===== config.mk =====
export PLATFORM = sky130hd
export DESIGN_NAME = result_demux
export DESIGN_NICKNAME = d
export VERILOG_FILES = /design/src/rtl/result_demux.sv
export SDC_FILE = /design/constraint.sdc
export NUM_CORES = 1
export LEC_CHECK = 0
export CORE_ASPECT_RATIO = 1.1
export CORE_MARGIN = 3
export CORE_UTILIZATION = 35
export DETAILED_ROUTE_END_ITERATION = 7
export PLACE_DENSITY = 0.68
export SETUP_SLACK_MARGIN = 0.5
export SLEW_MARGIN = 25
export SYNTH_ARGS = -nofsm -noshare
export SYNTH_HDL_FRONTEND = slang
export SYNTH_SLANG_ARGS = --single-unit

===== constraint.sdc =====
create_clock -name clk -period 1.7 [get_ports clk]
set_input_delay 0.17 -clock clk [delete_from_list [all_inputs] [get_ports clk]]
set_output_delay 0.17 -clock clk [all_outputs]
set_load 0.02 [all_outputs]

===== src/rtl/result_demux.sv =====
`default_nettype none
// +--------------------------------------------------------------------------+
// | Module  : result_demux                                                   |
// | Purpose : Routes one input word to one of three output channels. Each    |
// |           channel has a one-entry buffer with valid/ready handshakes.    |
// |           Select value 3 is illegal. Such a word is accepted and         |
// |           dropped, and it raises a one-cycle err pulse and a saturating  |
// |           8-bit error count.                                             |
// | Ports   : clk, rst_n (synchronous, active-low)                           |
// |           in_data/in_sel/in_valid -> in_ready     input handshake        |
// |           outN_data/outN_valid <- outN_ready      per-channel output     |
// |           err, err_count                          illegal-select report  |
// | Revision: 1.0 - initial release                                          |
// +--------------------------------------------------------------------------+
module result_demux #(
  parameter int WIDTH = 32
) (
  input  logic             clk,
  input  logic             rst_n,
  input  logic [WIDTH-1:0] in_data,
  input  logic [1:0]       in_sel,
  input  logic             in_valid,
  output logic             in_ready,
  output logic [WIDTH-1:0] out0_data,
  output logic [WIDTH-1:0] out1_data,
  output logic [WIDTH-1:0] out2_data,
  output logic             out0_valid,
  output logic             out1_valid,
  output logic             out2_valid,
  input  logic             out0_ready,
  input  logic             out1_ready,
  input  logic             out2_ready,
  output logic             err,
  output logic [7:0]       err_count
);

  localparam logic [1:0] c_SEL_ILLEGAL = 2'd3;
  localparam logic [7:0] c_CNT_MAX     = 8'hFF;

  typedef enum logic [0:0] {
    EMPTY = 1'b0,
    FULL  = 1'b1
  } ch_state_e;

  logic [2:0]            w_ch_valid;
  logic [2:0]            w_ch_ready;
  logic [2:0][WIDTH-1:0] w_ch_data;
  logic                  w_in_xfer;
  logic                  w_illegal;

  assign w_ch_ready = {out2_ready, out1_ready, out0_ready};

  // The selected channel can take a word if it is empty, or if it is full and
  // drains in this same cycle. Unselected channels never gate the input.
  // During reset nothing is accepted.
  always_comb begin
    in_ready = 1'b0;
    case (in_sel)
      2'd0:    in_ready = !w_ch_valid[0] || w_ch_ready[0];
      2'd1:    in_ready = !w_ch_valid[1] || w_ch_ready[1];
      2'd2:    in_ready = !w_ch_valid[2] || w_ch_ready[2];
      default: in_ready = 1'b1;
    endcase
    in_ready = in_ready && rst_n;
  end

  assign w_in_xfer = in_valid && in_ready;
  assign w_illegal = w_in_xfer && (in_sel == c_SEL_ILLEGAL);

  generate
    for (genvar i = 0; i < 3; i++) begin : g_ch
      localparam logic [1:0] c_SEL = 2'(i);

      ch_state_e        state_q, state_d;
      logic [WIDTH-1:0] data_q,  data_d;
      logic             w_wr;
      logic             w_rd;

      assign w_wr = w_in_xfer && (in_sel == c_SEL);
      assign w_rd = (state_q == FULL) && w_ch_ready[i];

      always_comb begin
        state_d = state_q;
        data_d  = data_q;
        if (w_wr) begin
          // A write wins over a concurrent drain, so the buffer stays full
          // and holds the new word.
          state_d = FULL;
          data_d  = in_data;
        end else if (w_rd) begin
          state_d = EMPTY;
        end
      end

      always_ff @(posedge clk) begin
        if (!rst_n) begin
          state_q <= EMPTY;
          data_q  <= '0;
        end else begin
          state_q <= state_d;
          data_q  <= data_d;
        end
      end

      assign w_ch_valid[i] = (state_q == FULL);
      assign w_ch_data[i]  = data_q;
    end
  endgenerate

  logic       err_q, err_d;
  logic [7:0] err_count_q, err_count_d;

  always_comb begin
    err_d       = w_illegal;
    err_count_d = err_count_q;
    if (w_illegal && (err_count_q != c_CNT_MAX)) begin
      err_count_d = err_count_q + 8'd1;
    end
  end

  always_ff @(posedge clk) begin
    if (!rst_n) begin
      err_q       <= 1'b0;
      err_count_q <= '0;
    end else begin
      err_q       <= err_d;
      err_count_q <= err_count_d;
    end
  end

  assign out0_data  = w_ch_data[0];
  assign out1_data  = w_ch_data[1];
  assign out2_data  = w_ch_data[2];
  assign out0_valid = w_ch_valid[0];
  assign out1_valid = w_ch_valid[1];
  assign out2_valid = w_ch_valid[2];
  assign err        = err_q;
  assign err_count  = err_count_q;

endmodule
`default_nettype wire


==> out/results.ini <==
[logic_synthesis]
synthArstFlopShare_pct = 0
synthMostInstantiatedCell = nand2_1
synth_top_cell_area_share_pct = 56.30
synth_seq_cells = 108
ys_top_cells_by_area = dfxtp_1 (56%), nand2_1 (19%), a21oi_1 (13%), clkbuf_1 (2.5%), nor2_1 (1.3%)
synth_top_family_by_area = simple AND/OR/NAND/NOR gates
synth-adder-area-share_pct = 0.3258
synthXorXnorAreaFrac_pct = 0.9123
synth_edf_count = 0
avgSynthCellArea_um2 = 7.934
syn_nets = 525
synth_top_cells_by_count = nand2_1 (199), dfxtp_1 (108), a21oi_1 (97)
netlist_instances = 484
synth-simple-area-share_pct = 23.98
synthFlopType = dfxtp_1
synthesis.area_um2 = 3840
synth_top_cell_by_area = dfxtp_1
seq_area_frac_synth_pct = 56.30
synth_cell_types = 24
synth_compound_area_share_pct = 13.72
synth_mux_area_share_pct = 1.043
yosysWarnings = 0

[detailed_routing]
drtAntennaViolNets = 0
wl_per_cell_um = 15.36
wl_met1_um = 5388
vias = 3880
drtPass1Iterations = 4
drc_errors = 0
wl_met2_um = 6021
top_layer = met4
drt_iter0_drc = 147
viasPerCell = 4.814
finalWirelength_um = 12380
wl_met3_um = 896

[setup_path]
crit_fanout = 7
worstSetupPathType = reg -> reg
crit_slowest_cell = or4_4
slowest_delay_ps = 580
worstPathRequired_ps = 1900
cp-start-kind = flip-flop
crit_chain = nor2b_4 -> buf_6 -> or4_4 -> clkbuf_16 -> nand2_2 -> a21oi_1
end_kind = flip-flop
critPathArrivalTime_ps = 1800

[floorplanning]
fp.coreArea_um2 = 10540
floorplan.initialDensity_pct = 36.43
rows = 39
die_w_um = 105.9
ioPinCount = 149
die_h_um = 115.9
dieArea_um2 = 12270

[grt]
grt_overflow_total = 0
track_usage_pct = 19.37
grt_pass1_wl_um = 19030
grt_max_degree = 57
grt_antenna_before_repair = 0
first_global_vias = 3767

[placed_design]
place_congestion = 0.8087
placed_area_um2 = 5722
hpwl_um = 7948
io_buffers = 148

[layout]
drive_above_1_share_pct = 33.33
multi_input_area_um2 = 1982
num_antenna_cells = 0
area_delta_synth_final_pct = 68.59
fillers = 954
design_area_um2 = 6474
fin_nets = 699
seqCellArea_um2 = 2181

[clocking]
clk_pin_slew_ps = 70
cts_made_buffers = 9
cts_buffer_depth = 2
clock-sinks = 108
htreeDepth = 3
insertion_delay_ps = 330
root_buffer = clkbuf_16
cts_tree = done

[timing]
slew-limit-headroom_pct = 61.10
rsz0062_at_grt = true
clock_skew_ps = 7.058
tightest_slew_ps = 583.5
hold_viol_final = 0
fin_crit_ps = 1606
timing.final.crit_share_pct = 94.44
slew_viol_final = 0
finalSetupViolations = 0
timing.fmax_mhz = 622.8
fin_setup_tns_ps = 0

[pwr]
switchingPower_mw = 1.206
power.density_nw_per_um2 = 778.3
leakage_nw = 2.521
p_int_mw = 3.832
ir_drop_uv = 483.0
combPwrFrac_pct = 10.9
switching_share_pct = 23.94
p_clk_share_pct = 37.2
seq_power_share_pct = 51.9

[flow_run]
max-cap-violations = 0

[status]
status = finished, final reports clean

[min_path]
worstHoldPathType = in -> reg

-- through the flow --
step                std cells  total power, mW  setup slack (ps)  util [%]  hold WS, ps
floorplan                 484            2.872             229.1         -        306.0
global placement          771            3.153            -274.2     54.29        441.5
detailed placement        771            3.161            -293.5     54.29        445.7
CTS                       802            5.070             113.3     60.78        434.8
global route              806            5.238             48.60     61.42        342.8
finish                    806            5.038             94.46     61.42        324.5
-- worst max-delay path, delay by kind of cell (launching register included) --
kind | cells | cell delay (ps)
AO/OA/AOI/OAI | 1 | 60
AND/OR/NAND/NOR | 3 | 760
flip-flops | 1 | 320
buffers and inverters | 2 | 330
-- placed cells by master, fill, tap and decap left out, types with 7 or more instances in the layout --
cell type        synthesis  layout
a21oi_1                 97      86
a21oi_2                  0      10
buf_12                   0       7
buf_4                    0      17
buf_6                    0      12
clkbuf_16                0      10
clkbuf_2                 0      52
clkdlybuf4s15_1          0      31
clkdlybuf4s15_2          0       9
clkdlybuf4s50_1          0      35
dfxtp_1                108      97
dfxtp_2                  0       9
dlygate4sd2_1            0      14
nand2_1                199     145
nand2_2                  0      33
nand2_4                  0      21
nor2_1                  13      12
-- final cells by class --
class | instances | area share, %
sequential | 108 | 33.69
tap | 143 | 2.764
clock buffer | 13 | 3.711
multi-input combinational | 340 | 30.61
timing repair buffer | 195 | 28.66
clock inverter | 3 | 0.3286
inverter | 4 | 0.2319
-- layer usage --
metal	track usage, %	up-vias
met5	0	-
met4	4.750	0
met3	5.515	6
met2	32.99	119
met1	24.44	1830
li1	-	1925
-- power by group through the flow --
stage          logic, mW  registers [mW]  clock network, mW
2_1_floorplan      0.148            2.72                  0
3_3_place_gp       0.489            2.66                  0
3_5_place_dp       0.495            2.67                  0
4_1_cts            0.531            2.61               1.93
5_1_grt            0.589            2.62               2.03
6_report           0.549            2.61               1.88
-- state kept, by name, summed over array words and instances (netlist names) --
signal	count
err	1
err_count	8
out0_data	32
out0_valid	1
out1_data	32
out1_valid	1
out2_data	32
out2_valid	1
-- final timing paths --
check                  end    startpoint  depth (start not counted)  slack (ps)
min reg2reg   out2_data[4]  out2_data[4]                          2         450
min           err_count[2]         rst_n                          4         320
max          out0_data[17]    out0_valid                          6          90
max reg2reg  out0_data[17]    out0_valid                          6          90
-- logic make-up (layout without fill, tap and decap cells) --
group	after synthesis	count (layout)
and+or+nand+nor	229	229
DFF	108	108
AOI/OAI and AO/OA	102	102
buffers and inverters	36	215
xor gates and xnor gates	4	4
muxes	4	4
adders and majority gates	1	1
-- repair_timing --
action / 4_1_cts / 5_1_grt
buffers inserted: 7 / 2
setup endpoints to repair: 216 / 193
cloned: 8 / 2
pin swaps: 48 / 25
gates resized for setup: 256 / 163
hold buffers: 0 / 0
Power figures use the tool's default switching activity.
